$ cat src/rtl/trap_return_unit_pkg.sv
// Shared constants, CSR addresses and FSM encoding for the trap/return unit.
package trap_return_unit_pkg;

    localparam logic [11:0] CSR_MSTATUS = 12'h300;
    localparam logic [11:0] CSR_MTVEC   = 12'h305;
    localparam logic [11:0] CSR_MEPC    = 12'h341;
    localparam logic [11:0] CSR_MCAUSE  = 12'h342;
    localparam logic [11:0] CSR_MTVAL   = 12'h343;

    localparam logic [1:0] PRIV_U = 2'b00;
    localparam logic [1:0] PRIV_S = 2'b01;
    localparam logic [1:0] PRIV_M = 2'b11;

    localparam int MSTATUS_MIE    = 3;
    localparam int MSTATUS_MPIE   = 7;
    localparam int MSTATUS_MPP_LO = 11;
    localparam int MSTATUS_MPP_HI = 12;

    localparam logic [3:0] ECALL_U = 4'd8;
    localparam logic [3:0] ECALL_S = 4'd9;
    localparam logic [3:0] ECALL_M = 4'd11;

    typedef enum logic [1:0] {
        IDLE     = 2'd0,
        FLUSH    = 2'd1,
        REDIRECT = 2'd2
    } trapState_t;

    // The reserved privilege encoding 2 is never stored; it collapses to U.
    function automatic logic [1:0] legalizeMpp(input logic [1:0] value);
        return (value == 2'b10) ? PRIV_U : value;
    endfunction

endpackage

$ cat src/rtl/trap_return_unit_csr.sv
// Machine trap CSR storage: mstatus fields, mtvec, mepc, mcause, mtval,
// with the read mux and write masking. Trap/return updates come from the top.
module trap_csr_file
    import trap_return_unit_pkg::*;
#(
    parameter int              XLEN        = 32,
    parameter logic [XLEN-1:0] MTVEC_RESET = '0
) (
    input  logic            clk,
    input  logic            rst_n,
    input  logic [11:0]     csrAddr,
    input  logic            csrWe,
    input  logic [XLEN-1:0] csrWdata,
    output logic [XLEN-1:0] csrRdata,
    input  logic            trapCommit,
    input  logic [3:0]      trapCause,
    input  logic [XLEN-1:0] trapPC,
    input  logic [XLEN-1:0] trapVal,
    input  logic [1:0]      nowPriv,
    input  logic            mretCommit,
    output logic [XLEN-1:0] mtvec,
    output logic [XLEN-1:0] mepc,
    output logic [1:0]      mpp
);

    logic            mie;
    logic            mpie;
    logic [3:0]      mcause;
    logic [XLEN-1:0] mtval;

    // mstatus fields: trap entry stacks MIE, mret unstacks it, software writes otherwise.
    always_ff @(posedge clk or negedge rst_n) begin
        if (!rst_n) begin
            mie  <= 1'b0;
            mpie <= 1'b0;
            mpp  <= PRIV_U;
        end else if (trapCommit) begin
            mpie <= mie;
            mie  <= 1'b0;
            mpp  <= nowPriv;
        end else if (mretCommit) begin
            mie  <= mpie;
            mpie <= 1'b1;
            mpp  <= PRIV_U;
        end else if (csrWe && csrAddr == CSR_MSTATUS) begin
            mie  <= csrWdata[MSTATUS_MIE];
            mpie <= csrWdata[MSTATUS_MPIE];
            mpp  <= legalizeMpp(csrWdata[MSTATUS_MPP_HI:MSTATUS_MPP_LO]);
        end
    end

    // Trap vector and trap-record CSRs; mtvec/mepc stay word aligned.
    always_ff @(posedge clk or negedge rst_n) begin
        if (!rst_n) begin
            mtvec  <= MTVEC_RESET;
            mepc   <= '0;
            mcause <= '0;
            mtval  <= '0;
        end else if (trapCommit) begin
            mepc   <= {trapPC[XLEN-1:2], 2'b00};
            mcause <= trapCause;
            mtval  <= trapVal;
        end else if (csrWe) begin
            case (csrAddr)
                CSR_MTVEC:  mtvec  <= {csrWdata[XLEN-1:2], 2'b00};
                CSR_MEPC:   mepc   <= {csrWdata[XLEN-1:2], 2'b00};
                CSR_MCAUSE: mcause <= csrWdata[3:0];
                CSR_MTVAL:  mtval  <= csrWdata;
                default:    ;
            endcase
        end
    end

    // Combinational read mux; unmapped addresses and unimplemented bits read zero.
    always_comb begin
        csrRdata = '0;
        case (csrAddr)
            CSR_MSTATUS: begin
                csrRdata[MSTATUS_MIE]                   = mie;
                csrRdata[MSTATUS_MPIE]                  = mpie;
                csrRdata[MSTATUS_MPP_HI:MSTATUS_MPP_LO] = mpp;
            end
            CSR_MTVEC:   csrRdata = mtvec;
            CSR_MEPC:    csrRdata = mepc;
            CSR_MCAUSE:  csrRdata[3:0] = mcause;
            CSR_MTVAL:   csrRdata = mtval;
            default:     csrRdata = '0;
        endcase
    end

endmodule

$ cat src/rtl/trap_return_unit.sv
// Trap entry / mret return sequencer: commits trap CSRs, owns the current
// privilege mode, and runs the flush-then-redirect handshake with the pipeline.
module trap_return_unit
    import trap_return_unit_pkg::*;
#(
    parameter int              XLEN        = 32,
    parameter logic [XLEN-1:0] MTVEC_RESET = '0
) (
    input  logic            clk,
    input  logic            rst_n,
    input  logic            i_trapValid,
    input  logic [3:0]      i_trapCause,
    input  logic [XLEN-1:0] i_trapPC,
    input  logic [XLEN-1:0] i_trapVal,
    input  logic            i_mretValid,
    input  logic [11:0]     i_csrAddr,
    input  logic            i_csrWe,
    input  logic [XLEN-1:0] i_csrWdata,
    output logic [XLEN-1:0] o_csrRdata,
    input  logic            i_flushAck,
    output logic            o_flushReq,
    output logic            o_redirectValid,
    output logic [XLEN-1:0] o_redirectPC,
    output logic [1:0]      o_nowPrivMode,
    output logic            o_busy
);

    trapState_t      state;
    trapState_t      nextState;
    logic [1:0]      privMode;
    logic [XLEN-1:0] target;
    logic [XLEN-1:0] redirectPC;
    logic [XLEN-1:0] mtvec;
    logic [XLEN-1:0] mepc;
    logic [1:0]      mpp;
    logic            trapTake;
    logic            mretTake;
    logic            csrWeGated;

    // Requests are only accepted in IDLE; a trap beats a simultaneous mret,
    // and software CSR writes lose to either.
    assign trapTake   = (state == IDLE) && i_trapValid;
    assign mretTake   = (state == IDLE) && i_mretValid && !i_trapValid;
    assign csrWeGated = (state == IDLE) && i_csrWe && !i_trapValid && !i_mretValid;

    trap_csr_file #(
        .XLEN        (XLEN),
        .MTVEC_RESET (MTVEC_RESET)
    ) csrFile (
        .clk        (clk),
        .rst_n      (rst_n),
        .csrAddr    (i_csrAddr),
        .csrWe      (csrWeGated),
        .csrWdata   (i_csrWdata),
        .csrRdata   (o_csrRdata),
        .trapCommit (trapTake),
        .trapCause  (i_trapCause),
        .trapPC     (i_trapPC),
        .trapVal    (i_trapVal),
        .nowPriv    (privMode),
        .mretCommit (mretTake),
        .mtvec      (mtvec),
        .mepc       (mepc),
        .mpp        (mpp)
    );

    // FSM state register.
    always_ff @(posedge clk or negedge rst_n) begin
        if (!rst_n) begin
            state <= IDLE;
        end else begin
            state <= nextState;
        end
    end

    // Next-state and handshake outputs, decoded from the current state.
    always_comb begin
        nextState       = state;
        o_flushReq      = 1'b0;
        o_redirectValid = 1'b0;
        o_busy          = 1'b0;
        case (state)
            IDLE: begin
                if (trapTake || mretTake) begin
                    nextState = FLUSH;
                end
            end
            FLUSH: begin
                o_flushReq = 1'b1;
                o_busy     = 1'b1;
                if (i_flushAck) begin
                    nextState = REDIRECT;
                end
            end
            REDIRECT: begin
                o_redirectValid = 1'b1;
                o_busy          = 1'b1;
                nextState       = IDLE;
            end
            default: nextState = IDLE;
        endcase
    end

    // Current privilege: trap entry raises to M, mret drops to the stacked MPP.
    always_ff @(posedge clk or negedge rst_n) begin
        if (!rst_n) begin
            privMode <= PRIV_M;
        end else if (trapTake) begin
            privMode <= PRIV_M;
        end else if (mretTake) begin
            privMode <= mpp;
        end
    end

    // Target is captured at commit (so a later mtvec/mepc change cannot leak in),
    // and copied to the visible redirect PC only as REDIRECT begins.
    always_ff @(posedge clk or negedge rst_n) begin
        if (!rst_n) begin
            target     <= '0;
            redirectPC <= '0;
        end else begin
            if (trapTake) begin
                target <= mtvec;
            end else if (mretTake) begin
                target <= mepc;
            end
            if (state == FLUSH && i_flushAck) begin
                redirectPC <= target;
            end
        end
    end

    assign o_redirectPC  = redirectPC;
    assign o_nowPrivMode = privMode;

endmodule

$ cat config.mk
export PLATFORM = sky130hd
export DESIGN_NAME = trap_return_unit
export DESIGN_NICKNAME = d
export VERILOG_FILES = /design/src/rtl/trap_return_unit_pkg.sv /design/src/rtl/trap_return_unit_csr.sv /design/src/rtl/trap_return_unit.sv
export SDC_FILE = /design/constraint.sdc
export NUM_CORES = 1
export LEC_CHECK = 0
export CAP_MARGIN = 15
export CORE_UTILIZATION = 35
export CTS_CLUSTER_SIZE = 24
export DETAILED_ROUTE_END_ITERATION = 7
export DONT_BUFFER_PORTS = 1
export GPL_TIMING_DRIVEN = 0
export PLACE_DENSITY = 0.58
export SKIP_CTS_REPAIR_TIMING = 1
export SYNTH_ARGS = -nofsm -noshare
export SYNTH_HDL_FRONTEND = slang
export SYNTH_HIERARCHICAL = 1
export SYNTH_SLANG_ARGS = --single-unit
$ cat constraint.sdc
create_clock -name clk -period 3.1 [get_ports clk]
set_input_delay 0.62 -clock clk [delete_from_list [all_inputs] [get_ports clk]]
set_output_delay 0.62 -clock clk [all_outputs]
set_load 0.1 [all_outputs]
Yosys cells after proc, flatten, opt, wreduce, memory -nomap -nowiden:

Index checks and enable logic that the tools add are counted.

* bits in registers: 170
* input bits: 118
* logic and storage cells: 82

* equal/unequal tests: 10
* mux-type cells: 36
* bitwise operators: 1
* reductions and logical operators: 24

Operators with widths (number)
* two-way mux 32 bit: 8
* == test 12 x 10 -> 1 bit, second input constant: 5
* one-hot mux 19 bit (3 select lines): 1
* one-hot mux 3 bit (3 select lines): 2
* two-way mux 2 bit: 8
* two-way mux 4 bit: 3
* one-hot mux 3 bit (4 select lines): 1
* nonzero test 2 bit: 5
* two-way mux 1 bit: 9
* logical AND 1 bit: 8
* one-hot mux 2 bit (4 select lines): 1
* AND reduction 2 bit: 4
* one-hot mux 1 bit (5 select lines): 1
* == test 2 bit, second input constant: 2
* one-hot mux 1 bit (4 select lines): 1
* one-hot mux 2 bit (2 select lines): 1
* AND reduction 3 bit: 1
* nonzero test 3 bit: 1
* == test 2 x 1 -> 1 bit, second input constant: 1
* zero test 1 bit: 2
* zero test 2 bit: 1
* inequality test 2 x 1 -> 1 bit, second input constant: 1
* inequality test 2 bit, second input constant: 1
* OR reduction 2 bit: 1
* 2 further kinds: 2

Logic depth before layout (Yosys ltp):

* word-level depth: 8
* mapped depth: 10

Cells and area by module:

Netlist, hierarchy kept.

Modules (own cells, without submodules)
* trap_csr_file: times used 1, cells each 450, area an instance 5393.9 sq um, sequential area each 2502.4 sq um
* trap_return_unit: times used 1, cells each 245, area an instance 3093.0 sq um, sequential area each 1704.1 sq um

Worst setup path before layout:

Ideal clock, no wire load.

* kind: input -> output
* from: input i_csrAddr[5]
* to: output o_csrRdata[2]
* arrival: 3650 ps
* data required time: 2480 ps
* path slack: -1170 ps
* stages on the path: 4
* buffers on the path: 1
* cells stage by stage: or3_1 > buf_6 > or3_1 > o21ai_0

* word-level cells in the longest chain between the ends: 2
* elaborated cells on any way between the ends: 5
* classes of those cells: 4 x eq/ne; 1 x mux

Ends and longest elaborated chain
* from (decl): line trap_return_unit.sv:16 `input logic [11:0] i_csrAddr,`
* == test 12 x 10 -> 1 bit: line trap_return_unit_csr.sv:77 `case (csrAddr)`
* one-hot mux 3 bit (4 select lines) *: line trap_return_unit_csr.sv:77
* to (decl): line trap_return_unit.sv:19 `output logic [XLEN-1:0] o_csrRdata,`

Every way passes the cells marked *; elsewhere a longest branch is shown, timed or not.

Worst setup path in the final report:

* from: input i_csrAddr[5]
* to: output o_csrRdata[1]

The elaborated chain is that of the path after synthesis.

==> metrics <==
unique cell type count in the Yosys netlist between 50 and 60; Cells after DPL 1019; fillcell total 2271; Rel. slew slack 0.2942; Worst Tran Pin Value 1.059 ns; Max Freq 321.1 MHz; worst hold path type input port to asynchronous set/reset pin; NetSw between 4 and 5 mW; Final setup viols 2; proportion of layout cells with a drive suffix above 1 0.3587; Clk Latency, worst-skew pair 0.42 ns; Pre-antenna DRT Iters 6; HPWL Detailed about 18 mm; drt wl/cell 23.36 µm; RePlAce Congestion around 0.90; Seq/Total Area, Yosys 0.4957; critical path's slowest cell nor2_2; unrepaired setup endpoints after global routing true; hold_ws -0.1067 ns; ys flop type dfrtp_1; worst-path cell chain or3_1, buf_6, or3_1, nor2_2; mapped cell area 0.008487 mm²; GRT Util Overall 0.2040; Reg power frac 0.507; clock power share 0.209; largest net degree at the start of global routing roughly 170; Die Y-Extent 157.7 µm; Layout Cells excl Fill 1057; H-tree Lvls 4; CTS buffer count 17; startpoint type of the worst setup path input port; Comb pwr share 0.284; worst clock skew 0.006998 ns; CTS clk-pin slew, worst paths about 0.070 ns; most used cell, CP or3_1; PortBufs 0; initial antenna violation count 3; Worst VDD drop ~0.50 mV; synthesized flop and latch total 168; Int Pwr 5.563 mW; # clock sinks 168; Via density 5.462; worst-path fanout max 9; crit end category output pin; Place WS -0.8599 ns; most frequent cells in the layout dfrtp_1, mux2_2, mux2i_1, nand3_1, nor2b_1; final hold vios 166; Avg Inst Size Synth between 10 and 15 µm²; WP data required 2.48 ns; Final WS setup -0.01427 ns; Std-Cell Core Area between 0.02 and 0.025 mm²; Synth warnings 6; clk buf depth 2; CP peak stage delay 0.86 ns; Slew Viols, Final 0; CTS tree done; EDFF count, synth 0; routed vias 5773; total global routing overflow 0; FFs w/ async S/R, synth 1.000; DRT iter0 DRCs 395; failing checks negative hold slack, negative setup slack; routed wire length between 20 and 25 mm; Power Dens Cells 1032 mW/mm²; cell count after synthesis just under 700; NumNets Final 845; total negative slack -0.02738 ns; status finished with violations; antenna viol nets, final 0; root buf cell clkbuf_16; DRC Markers 0; IO Count 187; CP arrival 2.49 ns; die width 157.7 µm; switching share of power 0.4403; critical path type input port to output pin; Final min period 3.114 ns; die area 0.02488 mm²; row count 56; vias in the first global route about 6000; Initial Util 0.3594; Area Overhead vs Synth 13.50%; LEAKAGE approximately 4.3 nW; first-pass GRT wire length ~37 mm; commonest non-fill, non-tap cell in the layout dfrtp_1; max_cap viols 0; fin crit share 1.005
==> synth_stat cells, types with 2 or more instances <==
| cell | instances | area (µm²) |
|---|---|---|
| dfrtp_1 | 166 | 4154 |
| mux2_2 | 130 | 1464 |
| mux2i_1 | 37 | 370.4 |
| inv_1 | 35 | 131.4 |
| nand3_1 | 35 | 175.2 |
| a221o_1 | 33 | 330.3 |
| nor2b_1 | 31 | 193.9 |
| clkbuf_1 | 29 | 108.9 |
| nor3b_1 | 29 | 217.7 |
| o21ai_1 | 27 | 135.1 |
| a222oi_1 | 26 | 260.3 |
| buf_2 | 16 | 80.08 |
| nor2_1 | 11 | 41.29 |
| o21ai_0 | 8 | 40.04 |
| nand2_1 | 7 | 26.28 |
| buf_6 | 6 | 67.56 |
| a22oi_1 | 5 | 37.54 |
| buf_4 | 5 | 37.54 |
| nor3_1 | 5 | 25.02 |
| buf_12 | 4 | 80.08 |
| ha_1 | 4 | 50.05 |
| mux2_1 | 4 | 45.04 |
| mux2_4 | 4 | 60.06 |
| nor4_2 | 3 | 37.54 |
| o21ai_2 | 3 | 26.28 |
| or3_1 | 3 | 18.77 |
| and2_1 | 2 | 12.51 |
| dfstp_2 | 2 | 52.55 |
| nand2b_1 | 2 | 12.51 |
| nand4bb_1 | 2 | 22.52 |
==> kinds of logic after synthesis <==
| logic type | after synthesis | share of synthesized area |
|---|---|---|
| AOI/OAI and AO/OA | 110 | 0.1050 |
| and+or+nand+nor | 141 | 0.1045 |
| muxes | 175 | 0.2285 |
| adders and majority gates | 4 | 0.005897 |
| DFF | 168 | 0.4957 |
| buffers and inverters | 96 | 0.06000 |
| other | 1 | 0.0004419 |
==> cell type report <==
class | instances | area, µm² | area share
antenna | 2 | 5.005 | 0.0005195
buffer | 60 | 410.4 | 0.04260
clock buffer | 19 | 452.9 | 0.04702
clock inverter | 13 | 118.9 | 0.01234
inverter | 35 | 131.4 | 0.01364
multi-input combinational | 434 | 3855 | 0.4002
sequential | 168 | 4207 | 0.4367
tap | 319 | 399.1 | 0.04143
timing repair buffer | 7 | 53.80 | 0.005585
==> registers in the layout, indices dropped and copies added (netlist names) <==
| register | count |
|---|---|
| csrFile/mtval | 32 |
| o_redirectPC | 32 |
| target | 32 |
| csrFile/mepc | 30 |
| csrFile/mtvec | 30 |
| csrFile/mcause | 4 |
| csrFile/mpp | 2 |
| o_nowPrivMode | 2 |
| state | 2 |
| csrFile/mie | 1 |
| csrFile/mpie | 1 |
==> power groups by stage <==
stage / sequential (mW) / clock [mW] / combinational, mW
after floorplan: 4.87 / 0 / 2.29
after global placement: 5.07 / 0 / 2.75
after detailed placement: 5.10 / 0 / 2.81
after CTS: 5.05 / 2.13 / 2.82
after global routing: 5.16 / 2.22 / 3.08
final: 5.04 / 2.08 / 2.82
==> worst paths after layout <==
path | from | slack [ns] | cells past startpoint | endpoint
hold / removal | rst_n | -0.11 | 0 | o_redirectPC[22]$_DFFE_PN0P_
setup / recovery | i_csrAddr[5] | -0.01 | 4 | o_csrRdata[1]
setup reg to reg | state[0]$_DFFE_PN0P_ | 0.21 | 9 | csrFile/mtval[21]$_DFFE_PN0P_
max in group asynchronous | rst_n | 2.92 | 0 | o_nowPrivMode[0]$_DFFE_PN1P_
hold reg to reg | target[14]$_DFFE_PN0P_ | 0.49 | 2 | target[14]$_DFFE_PN0P_
min in group clk | i_trapVal[27] | 0.34 | 1 | csrFile/mtval[27]$_DFFE_PN0P_
==> metrics by stage <==
step	power [mW]	utilization	hold slack, ns	instance area (µm²)
global route	10.45	0.4079	-0.1323	9630
floorplan	7.160	-	0.3244	8508
CTS	10.00	0.4022	-0.1297	9497
detailed placement	7.910	0.3780	0.3305	8925
global placement	7.820	0.3772	0.3303	8907
finish	9.938	0.4080	-0.1067	9633
==> metal layers <==
layer  GRT usage  part of all wire
met1      0.2677              0.43
met2      0.3174              0.47
met3     0.06077             0.076
met4     0.07351             0.023
met5           0           0.00036
==> critical path: cells and delay by family <==
| kind | cells | cell delay (ns) |
|---|---|---|
| buffers and inverters | 1 | 0.17 |
| and+or+nand+nor | 3 | 1.70 |
(Power assumes the default switching activity.)
